`config.mk`:
```
export PLATFORM = sky130hd
export DESIGN_NAME = serial_tx_arbiter_flat
export DESIGN_NICKNAME = d
export VERILOG_FILES = /design/src/rtl/serial_tx_arbiter_if.sv /design/src/rtl/serial_tx_arbiter.sv /design/src/flat_wrapper.sv
export SDC_FILE = /design/constraint.sdc
export NUM_CORES = 1
export LEC_CHECK = 0
export ABC_AREA = 1
export BUFFER_PORTS_ARGS = -buffer_cell sky130_fd_sc_hd__buf_2
export CAP_MARGIN = 20
export CORE_MARGIN = 2
export CORE_UTILIZATION = 54
export DETAILED_ROUTE_END_ITERATION = 10
export PLACE_DENSITY = 0.8
export SYNTH_ARGS = -nofsm -noshare
export SYNTH_HDL_FRONTEND = slang
export SYNTH_SLANG_ARGS = --single-unit
```
`constraint.sdc`:
```
create_clock -name clk -period 3.2 [get_ports clk]
set_clock_uncertainty 0.2 [all_clocks]
set_input_delay 0.32 -clock clk [delete_from_list [all_inputs] [get_ports clk]]
set_output_delay 0.32 -clock clk [all_outputs]
set_load 0.03 [all_outputs]
```
`src/rtl/serial_tx_arbiter_if.sv`:
```
// ----------------------------------------------------------------------------
// serial_tx_arbiter_if
// Bundles the requester-facing signals of serial_tx_arbiter.
//   req        : per-requester frame request (level, held until granted)
//   data_in    : packed 7-bit payloads, requester i on [7i+6:7i]
//   grant      : one-hot, one-cycle pulse marking payload capture
//   src        : index of the requester owning the current/last frame
//   busy       : high from the grant cycle through the last stop cycle
//   done       : one-cycle pulse in the last stop cycle
//   serial_out : serial line, idle high
// Modports: master = requester side, slave = arbiter side.
// ----------------------------------------------------------------------------
interface serial_tx_arbiter_if #(
  parameter int N_REQ = 4
) ();
  localparam int SRC_W = $clog2(N_REQ);

  logic [N_REQ-1:0]   req;
  logic [7*N_REQ-1:0] data_in;
  logic [N_REQ-1:0]   grant;
  logic [SRC_W-1:0]   src;
  logic               busy;
  logic               done;
  logic               serial_out;

  modport master (
    output req, data_in,
    input  grant, src, busy, done, serial_out
  );

  modport slave (
    input  req, data_in,
    output grant, src, busy, done, serial_out
  );
endinterface

```
`src/rtl/serial_tx_arbiter.sv`:
```
// ----------------------------------------------------------------------------
// serial_tx_arbiter
// Round-robin arbiter that shares one serial line among N_REQ requesters.
// Each granted requester has its 7-bit payload captured and sent as:
//   start (0), 7 data bits LSB first, odd parity, STOP_BITS high stop bits.
// Ports:
//   clk  : rising-edge clock, one serial bit per cycle
//   rstn : asynchronous active-low reset
//   bus  : serial_tx_arbiter_if.slave (req, data_in, grant, src, busy,
//          done, serial_out)
// Parameters:
//   N_REQ     : number of requesters (2..8)
//   STOP_BITS : number of stop cycles (1..4)
// ----------------------------------------------------------------------------
module serial_tx_arbiter #(
  parameter int N_REQ     = 4,
  parameter int STOP_BITS = 1
) (
  input  logic              clk,
  input  logic              rstn,
  serial_tx_arbiter_if.slave bus
);

  localparam int             SRC_W     = $clog2(N_REQ);
  localparam logic [1:0]     STOP_LAST = 2'(STOP_BITS - 1);

  // The state names the bit currently driven on the line.
  typedef enum logic [2:0] {
    S_IDLE,
    S_START,
    S_DATA,
    S_PARITY,
    S_STOP
  } state_t;

  state_t           r_state,    w_state_nxt;
  logic [6:0]       r_payload,  w_payload_nxt;
  logic [2:0]       r_bit_cnt,  w_bit_cnt_nxt;
  logic [1:0]       r_stop_cnt, w_stop_cnt_nxt;
  logic [SRC_W-1:0] r_ptr,      w_ptr_nxt;
  logic [SRC_W-1:0] r_src,      w_src_nxt;
  logic [N_REQ-1:0] r_grant,    w_grant_nxt;
  logic             r_serial,   w_serial_nxt;
  logic             r_busy,     w_busy_nxt;
  logic             r_done,     w_done_nxt;

  // Arbitration results
  logic             w_found;
  logic [SRC_W-1:0] w_winner;
  logic [SRC_W-1:0] w_cand;
  int               w_sum;
  logic [6:0]       w_sel_data;
  logic [N_REQ-1:0] w_onehot;

  // --------------------------------------------------------------------------
  // Round-robin search: scan from r_ptr upward, wrapping at N_REQ; the first
  // asserted request wins. A request dropped before this scan simply is not
  // seen, so nothing is remembered about it.
  // --------------------------------------------------------------------------
  always_comb begin
    w_found  = 1'b0;
    w_winner = '0;
    w_sum    = 0;
    w_cand   = '0;
    for (int i = 0; i < N_REQ; i++) begin
      w_sum = int'(r_ptr) + i;
      if (w_sum >= N_REQ) w_sum = w_sum - N_REQ;
      w_cand = SRC_W'(w_sum);
      if (!w_found && bus.req[w_cand]) begin
        w_found  = 1'b1;
        w_winner = w_cand;
      end
    end
  end

  // Payload mux and one-hot grant vector for the winner.
  always_comb begin
    w_sel_data = '0;
    w_onehot   = '0;
    for (int i = 0; i < N_REQ; i++) begin
      if (w_winner == SRC_W'(i)) begin
        w_sel_data  = bus.data_in[7*i +: 7];
        w_onehot[i] = 1'b1;
      end
    end
  end

  // --------------------------------------------------------------------------
  // Next-state and next-output logic. Outputs are computed for the state being
  // entered and then registered, so every output is glitch-free and lines up
  // with the state that owns it.
  // --------------------------------------------------------------------------
  always_comb begin
    // NOTE: every variable gets a default before the case so no path leaves
    // one unassigned, which would otherwise infer a latch.
    w_state_nxt    = r_state;
    w_payload_nxt  = r_payload;
    w_bit_cnt_nxt  = r_bit_cnt;
    w_stop_cnt_nxt = r_stop_cnt;
    w_ptr_nxt      = r_ptr;
    w_src_nxt      = r_src;
    w_grant_nxt    = '0;
    w_serial_nxt   = 1'b1;
    w_busy_nxt     = 1'b1;
    w_done_nxt     = 1'b0;

    case (r_state)
      S_IDLE: begin
        w_busy_nxt = 1'b0;
        if (w_found) begin
          // Payload is latched here; later data_in/req changes cannot touch
          // the frame in flight.
          w_payload_nxt = w_sel_data;
          w_src_nxt     = w_winner;
          w_grant_nxt   = w_onehot;
          w_ptr_nxt     = (int'(w_winner) == N_REQ - 1) ? '0 : w_winner + 1'b1;
          w_serial_nxt  = 1'b0;
          w_busy_nxt    = 1'b1;
          w_state_nxt   = S_START;
        end
      end

      S_START: begin
        w_bit_cnt_nxt = 3'd0;
        w_serial_nxt  = r_payload[0];
        w_state_nxt   = S_DATA;
      end

      S_DATA: begin
        if (r_bit_cnt == 3'd6) begin
          // Odd parity: data plus parity bit carry an odd number of ones.
          w_serial_nxt = ~^r_payload;
          w_state_nxt  = S_PARITY;
        end else begin
          w_bit_cnt_nxt = r_bit_cnt + 3'd1;
          w_serial_nxt  = r_payload[r_bit_cnt + 3'd1];
        end
      end

      S_PARITY: begin
        w_stop_cnt_nxt = 2'd0;
        w_done_nxt     = (STOP_LAST == 2'd0);
        w_state_nxt    = S_STOP;
      end

      S_STOP: begin
        if (r_stop_cnt == STOP_LAST) begin
          w_busy_nxt  = 1'b0;
          w_state_nxt = S_IDLE;
        end else begin
          w_stop_cnt_nxt = r_stop_cnt + 2'd1;
          w_done_nxt     = ((r_stop_cnt + 2'd1) == STOP_LAST);
        end
      end

      default: begin
        w_busy_nxt  = 1'b0;
        w_state_nxt = S_IDLE;
      end
    endcase
  end

  // --------------------------------------------------------------------------
  // State and output registers. Reset aborts any frame with the line high,
  // no done pulse, and the round-robin pointer back at index 0.
  // --------------------------------------------------------------------------
  // NOTE: sequential state uses non-blocking assignments so every register
  // samples pre-edge values, independent of statement order.
  always_ff @(posedge clk or negedge rstn) begin
    if (!rstn) begin
      r_state    <= S_IDLE;
      r_payload  <= '0;
      r_bit_cnt  <= '0;
      r_stop_cnt <= '0;
      r_ptr      <= '0;
      r_src      <= '0;
      r_grant    <= '0;
      r_serial   <= 1'b1;
      r_busy     <= 1'b0;
      r_done     <= 1'b0;
    end else begin
      r_state    <= w_state_nxt;
      r_payload  <= w_payload_nxt;
      r_bit_cnt  <= w_bit_cnt_nxt;
      r_stop_cnt <= w_stop_cnt_nxt;
      r_ptr      <= w_ptr_nxt;
      r_src      <= w_src_nxt;
      r_grant    <= w_grant_nxt;
      r_serial   <= w_serial_nxt;
      r_busy     <= w_busy_nxt;
      r_done     <= w_done_nxt;
    end
  end

  assign bus.grant      = r_grant;
  assign bus.src        = r_src;
  assign bus.busy       = r_busy;
  assign bus.done       = r_done;
  assign bus.serial_out = r_serial;

endmodule

```
`src/flat_wrapper.sv`:
```
// flat-port wrapper written by rule: the top's interface ports become plain ports
module serial_tx_arbiter_flat 
#(
  parameter int N_REQ     = 4,
  parameter int STOP_BITS = 1
)
  (clk, rstn, bus_req, bus_data_in, bus_grant, bus_src, bus_busy, bus_done, bus_serial_out);
  serial_tx_arbiter_if #(.N_REQ(N_REQ)) bus_i ();
  input  logic clk;
  input  logic rstn;
  input wire logic [$bits(bus_i.req)-1:0] bus_req;
  input wire logic [$bits(bus_i.data_in)-1:0] bus_data_in;
  output wire logic [$bits(bus_i.grant)-1:0] bus_grant;
  output wire logic [$bits(bus_i.src)-1:0] bus_src;
  output wire logic [$bits(bus_i.busy)-1:0] bus_busy;
  output wire logic [$bits(bus_i.done)-1:0] bus_done;
  output wire logic [$bits(bus_i.serial_out)-1:0] bus_serial_out;
  assign bus_i.req = bus_req;
  assign bus_i.data_in = bus_data_in;
  assign bus_grant = bus_i.grant;
  assign bus_src = bus_i.src;
  assign bus_busy = bus_i.busy;
  assign bus_done = bus_i.done;
  assign bus_serial_out = bus_i.serial_out;
  serial_tx_arbiter #(.N_REQ(N_REQ), .STOP_BITS(STOP_BITS)) u_core (.clk(clk), .rstn(rstn), .bus(bus_i));
endmodule
```
After elaboration in Yosys (flattened, before gate mapping). Cells that the tools add are included.

Add/sub/neg operators: 10. Magnitude comparators: 9. Equality and inequality tests: 14. Multiplexer cells: 49. Reductions and logical operators: 18.

Operators with widths (number): 2-to-1 mux 7 bit (4); 2-to-1 mux 2 bit (10); 2-to-1 mux 1 bit (18); case mux 3 bit (5 select lines) (1); < comparator 2 x 3 -> 1 bit (second input constant) (4); 2-to-1 mux 3 bit (4); greater-or-equal comparator 3 bit (second input constant) (3); binary-select mux 1 bit (select 2 bit) (4); 2-to-1 mux 4 bit (2); subtractor 2 x 1 -> 2 bit (second input constant) (4); XNOR reduction 7 bit (1); adder 2 x 2 -> 3 bit (second input constant) (2); equality test 3 x 2 -> 1 bit (second input constant) (2); equality test 3 bit (second input constant) (2); zero test 2 bit (3); inequality test 2 x 1 -> 1 bit (second input constant) (3); case mux 1 bit (3 select lines) (2); case mux 3 bit (2 select lines) (1); AND reduction 2 bit (3); adder 2 x 1 -> 2 bit (second input constant) (2); equality test 2 x 1 -> 1 bit (second input constant) (2); equality test 2 bit (second input constant) (2); < comparator 3 x 4 -> 1 bit (second input constant) (1); inequality test 2 bit (second input constant) (2); other kinds (13) (18).

Register bits: 26. Input bits: 34. Output and inout port bits: 9. Logic and storage cells: 110.

Depth between registers and ports, before layout. Gate-level depths: netlist of run 1.

Depth after elaboration: 19. Depth in mapped cells: 20. Gate-level depth less buffers: 19.

Worst setup path before layout of run 1. Ideal clock, no wire load.

Path kind: reg2reg. Start: reg u_core.r_ptr[0]. End: reg u_core.r_payload[0]. Setup time: 0.074 ns. Arrival time: 2.322 ns. Required time: 2.926 ns. Setup slack: 0.604 ns. Stages on the path, launching flop included: 19. Path buffers: 2. Clock period less this slack: 2.596 ns. Cell sequence: dfrtp_1 -> buf_6 -> nand2_1 -> nand2_2 -> nand2_2 -> nand2_2 -> nor2_4 -> nand3_4 -> nand3_1 -> inv_1 -> ha_1 -> clkbuf_1 -> nor2_1 -> nand2_1 -> nand2_1 -> o21ai_0 -> o21ai_0 -> nand2_1 -> o21ai_2.

Longest elaborated chain between the ends: 19. Elaborated cells between the ends (all ways): 46. Classes of those cells: add/sub: 7; order compare: 4; eq/ne: 3; mux: 24; reduce/logical: 8.

RTL lines: start, declared (RTL line serial_tx_arbiter.sv:40) `logic [SRC_W-1:0] r_ptr, w_ptr_nxt;`; start signal, assigned (RTL line serial_tx_arbiter.sv:186) `r_ptr <= w_ptr_nxt;`; parallel branches: the longest is 13 deep, another holds adder 2 x 1 -> 3 bit; 2-to-1 mux 2 bit (*) (RTL line serial_tx_arbiter.sv:69) `if (!w_found && bus.req[w_cand]) begin`; named net u_core.w_winner[0] (RTL line serial_tx_arbiter.sv:49) `logic [SRC_W-1:0] w_winner;`; zero test 2 bit (RTL line serial_tx_arbiter.sv:81) `if (w_winner == SRC_W'(i)) begin`; 2-to-1 mux 7 bit (3 in a row) (RTL line serial_tx_arbiter.sv:81); 2-to-1 mux 7 bit (*) (RTL line serial_tx_arbiter.sv:81); end signal, assigned (RTL line serial_tx_arbiter.sv:183) `r_payload <= w_payload_nxt;`; end, declared (RTL line serial_tx_arbiter.sv:37) `logic [6:0] r_payload, w_payload_nxt;`.

Mark *: on every way through the listed nets, which the timed path passes. The select of a mux whose other input is x is not followed. A chain may end at the register's enable or synchronous reset.

Final worst setup path of run 1. Ends and elaborated chain as after synthesis.

==> run summary, run 1 <==
Number of port buffers: 42
Post-synthesis instance area: 0.001833 sq mm
Most common cell in the synthesized netlist: nand2_1
Final setup violating endpoints: 0
Count of inserted antenna diode cells: 0
Initial cell density of the core: 55.37%
Sequential area share after synthesis: 35.56%
Register Area: 653.1 sq um
Initial antenna violation count: 0
Final total power: 2.612 mW
Largest net degree at the start of global routing: 27
Global-route wire length before repair: 6706 um
Peak ir drop on the vdd network: 0.0009301 V
Reg-to-reg startpoint: u_core.r_ptr[0]
Setup repair after global routing missed its margin: no
Number of DRC violations after detailed routing: 0
Worst min-delay path startpoint: bus_data_in[22]
Layout fillers: 322
Routed WL per cell: 10.51 um
Maximum clock frequency: 355.7 MHz
Post-DR vias/cell: 4.994
Required time at the endpoint of the critical path: 3260 ps
Worst-Skew Late Latency: 320 ps
Max Fanout on Critical Path: 11
EDFF count, synth: 0
Total die area: 0.003876 sq mm
First-pass iteration count of the detailed router: 4
Leading post-synthesis cells by cell area: dfrtp_1, nand2_1, o21ai_0
Share of the cycle needed by the critical path after routing: 87.85%
Area post-placement: 0.002063 sq mm
Number of primary I/O pins: 43
Routed via count: 1,748
Yosys Warn Count: 0
Vert. Die Dim: 62.26 um
Area taken by multi-input logic gates: 0.001011 sq mm
Ys async rst share: 100.0%
Area added between synthesis and finish: 15.02%
Start point of the critical path: u_core.r_ptr[0]
Relative slew slack: 62.83%
Post-CTS Setup Bufs: 0
Number of flip-flops and latches in the synthesized netlist: 26
Number of global-route vias before repair: 1,661
Max-slew violation total from the final report: 0
Kind of start point of the critical path: flip-flop
Ys flop type: dfrtp_1
Count of nets left with antenna violations after detail routing: 0
Number of H-tree branching levels: 1
CTS Sinks: 26
CTS tree: done
Summed negative setup slack over all endpoints: 0 ps
Total non-filler cell area in the finished layout: 0.002108 sq mm
Critical Path Sink Type: flip-flop
Kind of critical path: reg -> reg
CTS max path bufs: 2
Actual transition at the worst max-transition pin: 557.6 ps
Worst hold path class: in -> reg
Wire length after detailed routing: 3678 um
Arrival @ worst endpoint: 2870 ps
Pwr dens: 1239 mW/mm^2
Max-cap viol count: 0
DP HPWL: 3028 um
Clock input transition at the sequential cells of the worst setup and hold paths: 140 ps
Number of CTS-inserted buffers: 3
Net count, final: 347
Final global-route overflow total: 0
Std-Cell Rows: 21
Most numerous cell types in the synthesized netlist: nand2_1, inv_1, o21ai_0
Hold Violations, Final: 0
Leak: 1.164 nW
Area share of the leading cell type in the synthesized netlist: 34.13%
Synth Net Count: 304
Global placer's final weighted congestion: 0.8439
Core Footprint: 0.003311 sq mm
Layout cell share with drive strength beyond 1: 23.68%
Dominant cell type by area after synthesis: dfrtp_1
Clock Root Buffer: clkbuf_4
Minimum period implied by the final worst setup slack: 2811 ps
Number of unique standard cell types used by synthesis: 26
Floorplan die width: 62.26 um
Gate count of the mapped netlist: 262
Avg Synthesized Cell Area: 6.996 sq um
All-Layer GR Usage: 20.90%
Drt initial violations: 79
Status: finished, final reports clean
-- what timing repair did --
action                     CTS  global route
hold buffers                 1             0
setup endpoints to repair    0             7
gates resized for setup      0             4
hold endpoints to repair    25             0
-- sequential cells by signal (all words and copies together) (netlist names) --
register	count
u_core.bus.busy	1
u_core.bus.grant	4
u_core.r_state	3
u_core.bus.src	2
u_core.bus.serial_out	1
u_core.r_stop_cnt	2
u_core.r_ptr	2
u_core.r_bit_cnt	3
u_core.r_payload	7
u_core.bus.done	1
-- per-layer routing --
| layer | routed length, um | vias to the layer above | share of wire, % | global-route usage, % |
|---|---|---|---|---|
| met4 | 0 | 0 | 0 | 4.167 |
| li1 | - | 921 | - | - |
| met1 | 1678 | 777 | 46 | 27.52 |
| met3 | 196 | 0 | 5.3 | 3.080 |
| met2 | 1803 | 50 | 49 | 36.82 |
| met5 | 0 | - | 0 | 0 |
-- cells by family after synthesis --
group | count (synthesis) | share of synthesized area, %
AOI/OAI and AO/OA | 48 | 15.36
xor gates and xnor gates | 1 | 0.4779
buffers and inverters | 41 | 9.693
and+or+nand+nor | 138 | 33.45
adders and majority gates | 8 | 5.461
DFF | 26 | 35.56
-- critical path, cell delays in order, from the launching register on --
cell and delay [ps]:
dfrtp_2 510, inv_2 130, nand2_1 90, nand3_1 110
nand2_2 90, nor2_4 150, nand3_4 110, nand3_1 200
inv_1 90, ha_1 330, nor2_4 220, nand2_1 70
nand2_1 50, o21ai_0 70, o21ai_0 170, nand2_1 90
o21ai_2 60
-- cells in the final DEF, fill, tap and decap left out --
cell,count
ha_1,8
clkbuf_1,1
o21ai_0,25
dfrtp_2,1
dfrtp_1,24
nor2_4,2
inv_1,33
nand3_1,19
buf_2,42
dlygate4sd3_1,1
nand3_4,1
o31ai_1,2
nand4_1,2
a21oi_1,9
nand2_2,8
nand3_2,1
o21ai_2,9
nand2_8,1
nor3_1,2
o21ai_1,2
inv_2,2
o211ai_1,1
nand2_1,91
xnor2_1,1
dfstp_2,1
clkbuf_4,3
nor2_1,11
inv_6,1
-- final cells by class --
type / count / area share (%)
multi-input combinational: 195 / 47.95
sequential: 26 / 30.98
timing repair buffer: 43 / 10.45
inverter: 36 / 6.647
tap: 46 / 2.730
clock buffer: 4 / 1.246
-- power by group --
part           internal (mW)  switching (mW)  leakage, nW
clock                 0.0487          0.0938       0.0150
sequential             0.471           0.103        0.332
combinational          0.645            1.25        0.817
total                   1.16            1.45         1.16
-- path summary, 6_finish.rpt --
| check | end | cells after the start | slack [ps] |
|---|---|---|---|
| worst max-delay path | u_core.r_payload[0] | 16 | 390 |
| min in group asynchronous | u_core.bus.busy | 2 | 300 |
| worst min register to register | u_core.bus.src[0] | 2 | 310 |
| worst max register to register | u_core.r_payload[0] | 16 | 390 |
| worst min-delay path | u_core.r_payload[1] | 5 | 110 |
| max in group asynchronous | u_core.r_ptr[0] | 2 | 2090 |
-- per-stage QoR --
| stage | hold WS [ps] | util, % | cells | setup slack (ps) |
|---|---|---|---|---|
| 2_1_floorplan | -175.6 | - | 262 | 603.7 |
| 4_1_cts | 99.71 | 63.42 | 350 | 124.7 |
| 3_3_place_gp | 149.9 | 62.32 | 345 | 302.9 |
| 6_report | 109.0 | 63.68 | 350 | 389.0 |
| 5_1_grt | 114.1 | 63.68 | 350 | 61.96 |
| 3_5_place_dp | 142.5 | 62.32 | 345 | 171.6 |
Power figures use the tool's default switching activity.
==> inputs of run 2 (changes only) <==
--- a/config.mk
+++ b/config.mk
@@ -8,10 +8,12 @@
 export ABC_AREA = 1
 export BUFFER_PORTS_ARGS = -buffer_cell sky130_fd_sc_hd__buf_2
 export CAP_MARGIN = 20
+export CELL_PAD_IN_SITES_DETAIL_PLACEMENT = 1
+export CELL_PAD_IN_SITES_GLOBAL_PLACEMENT = 2
 export CORE_MARGIN = 2
-export CORE_UTILIZATION = 54
+export CORE_UTILIZATION = 29
 export DETAILED_ROUTE_END_ITERATION = 10
-export PLACE_DENSITY = 0.8
+export PLACE_DENSITY_LB_ADDON = 0.1
 export SYNTH_ARGS = -nofsm -noshare
 export SYNTH_HDL_FRONTEND = slang
 export SYNTH_SLANG_ARGS = --single-unit
==> run 2 against run 1 <==
Effect of this change:
- count of clock-buffer cells in the layout shrank 1
- total power increased by 7.6%
- routed wire length grew 26%
- combinational power grew 3%
- final cell count rose by 8.9%
- sequential power is 2% higher
- sequential share of layout area fell by 1.3 points
- register-to-register slack improved by 80 ps
- setup slack better by 84 ps
- highest routed layer is now met4
- critical path type unchanged
- fmax is 3.1% higher
==> run summary, run 2 (same netlist as run 1, synthesis figures left out) <==
Kind of start point of the critical path: flip-flop
Final core utilization: 36.46%
Post-CTS Setup Bufs: 0
Filler-free cell count of the finished design: 381
Initial antenna violation count: 0
CTS Sinks: 26
Leak: 1.194 nW
Layout cell share with drive strength beyond 1: 24.18%
Number of H-tree branching levels: 1
Number of DRC violations after detailed routing: 0
Worst hold path class: in -> reg
Summed negative setup slack over all endpoints: 0 ps
Arrival @ worst endpoint: 2750 ps
Vert. Die Dim: 83.50 um
Initial cell density of the core: 30.42%
Layout fillers: 794
Worst-path cell with the longest stage delay: dfrtp_2
DP HPWL: 3759 um
Max FFs per register: 7
Core Footprint: 0.006026 sq mm
Clock input transition at the sequential cells of the worst setup and hold paths: 100 ps
Critical Path, Cell by Cell: inv_2 -> nand2_1 -> nand3_1 -> nand2_2 -> nor2_4 -> nand3_4 -> nand3_1 -> inv_1 -> ha_1 -> nor2_1 -> buf_4 -> nand2_1 -> nand2_1 -> o21ai_0 -> o21ai_0 -> nand2_1 -> o21ai_2
CTS max path bufs: 2
All-Layer GR Usage: 13.81%
Number of primary I/O pins: 43
Max-slew violation total from the final report: 0
Pwr dens: 1279 mW/mm^2
Routed WL per cell: 12.13 um
Worst-Skew Late Latency: 280 ps
Largest net degree at the start of global routing: 27
Count of inserted antenna diode cells: 0
Hold Violations, Final: 0
Final global-route overflow total: 0
Setup repair after global routing missed its margin: no
Routed via count: 1,709
Count of nets left with antenna violations after detail routing: 0
Total die area: 0.006972 sq mm
Biggest register: u_core.r_payload
Final setup violating endpoints: 0
Commonest non-fill, non-tap cell in the layout: nand2_1
Global-route wire length before repair: 8045 um
Critical Path Sink Type: flip-flop
Post-DR vias/cell: 4.486
Number of global-route vias before repair: 1,763
First-pass iteration count of the detailed router: 4
Max stage delay on crit path: 500 ps
Drt initial violations: 41
Net count, final: 349
Std-Cell Rows: 28
Peak ir drop on the vdd network: 0.0005735 V
Status: finished, final reports clean
CTS tree: done
Required time at the endpoint of the critical path: 3220 ps
Relative slew slack: 58.15%
Most used cell, CP: nand2_1
Number of cells in the design after placement: 376
Floorplan die width: 83.50 um
Number of CTS-inserted buffers: 3
Clock Root Buffer: clkbuf_8
Post-place setup slack: 313.3 ps
Kind of critical path: reg -> reg
Most frequent cells in the layout: nand2_1, buf_2, inv_1, o21ai_0, dfrtp_1
Register Area: 653.1 sq um
Max-cap viol count: 0
Area added between synthesis and finish: 19.86%
Max Fanout on Critical Path: 11
Number of port buffers: 42
Minimum period implied by the final worst setup slack: 2727 ps
Wire length after detailed routing: 4621 um
Global placer's final weighted congestion: 0.8153
Worst Slack Setup Final: 472.6 ps
Maximum clock frequency: 366.7 MHz
Area taken by multi-input logic gates: 0.001003 sq mm
Actual transition at the worst max-transition pin: 627.7 ps
Share of the cycle needed by the critical path after routing: 85.23%
-- run 2: through the flow --
| step | cell area, sq um | power (mW) | hold slack (ps) |
|---|---|---|---|
| global route | 2197 | 3.180 | 196.0 |
| finish | 2197 | 2.810 | 166.4 |
| floorplan | 1833 | 2.117 | -175.6 |
| global placement | 2115 | 2.575 | 169.5 |
| detailed placement | 2115 | 2.570 | 179.5 |
| CTS | 2196 | 2.863 | 163.9 |
-- run 2: layout make-up --
cell class              count  area share (%)
multi-input cells         195           45.67
flip-flops and latches     26           29.73
repair buffers             45           10.71
inverters                  36           6.378
well taps                  75           4.271
clock buffers               3           1.879
clock inverters             1           1.367
-- run 2: worst paths after layout --
path | start | to | slack [ps] | cells after the start
min in group asynchronous | rstn | u_core.bus.busy | 380 | 2
max | u_core.r_ptr[0] | u_core.r_payload[4] | 470 | 17
min reg2reg | u_core.bus.src[1] | u_core.bus.src[1] | 290 | 2
max in group asynchronous | rstn | u_core.r_ptr[0] | 1950 | 2
min | bus_data_in[27] | u_core.r_payload[6] | 170 | 5
max reg2reg | u_core.r_ptr[0] | u_core.r_payload[4] | 470 | 17
-- run 2: power breakdown --
| part | total, mW | internal, mW | switching [mW] | leakage (nW) |
|---|---|---|---|---|
| Combinational | 1.95 | 0.672 | 1.28 | 0.826 |
| Sequential | 0.584 | 0.472 | 0.112 | 0.332 |
| Clock | 0.278 | 0.168 | 0.111 | 0.0357 |
-- run 2: what timing repair did --
item                       4_1_cts  5_1_grt
hold endpoints to repair        25        0
setup endpoints to repair        0        1
gates resized for setup          0        1
hold buffers                     1        0
-- run 2: per-layer routing --
metal	GRT usage, %	vias up	part of all wire [%]
li1	-	916	-
met1	19.13	757	52
met2	22.36	34	43
met3	2.967	2	4.5
met4	2.639	0	0.67
met5	0	-	0
-- run 2: worst max-delay path: cells and delay by family (launching register included) --
family	cells	cell delay (ps)
AND/OR/NAND/NOR	10	1040
buffers and inverters	3	380
adder cells (fa/ha/maj)	1	220
flip-flops	1	500
AO/OA/AOI/OAI	3	320
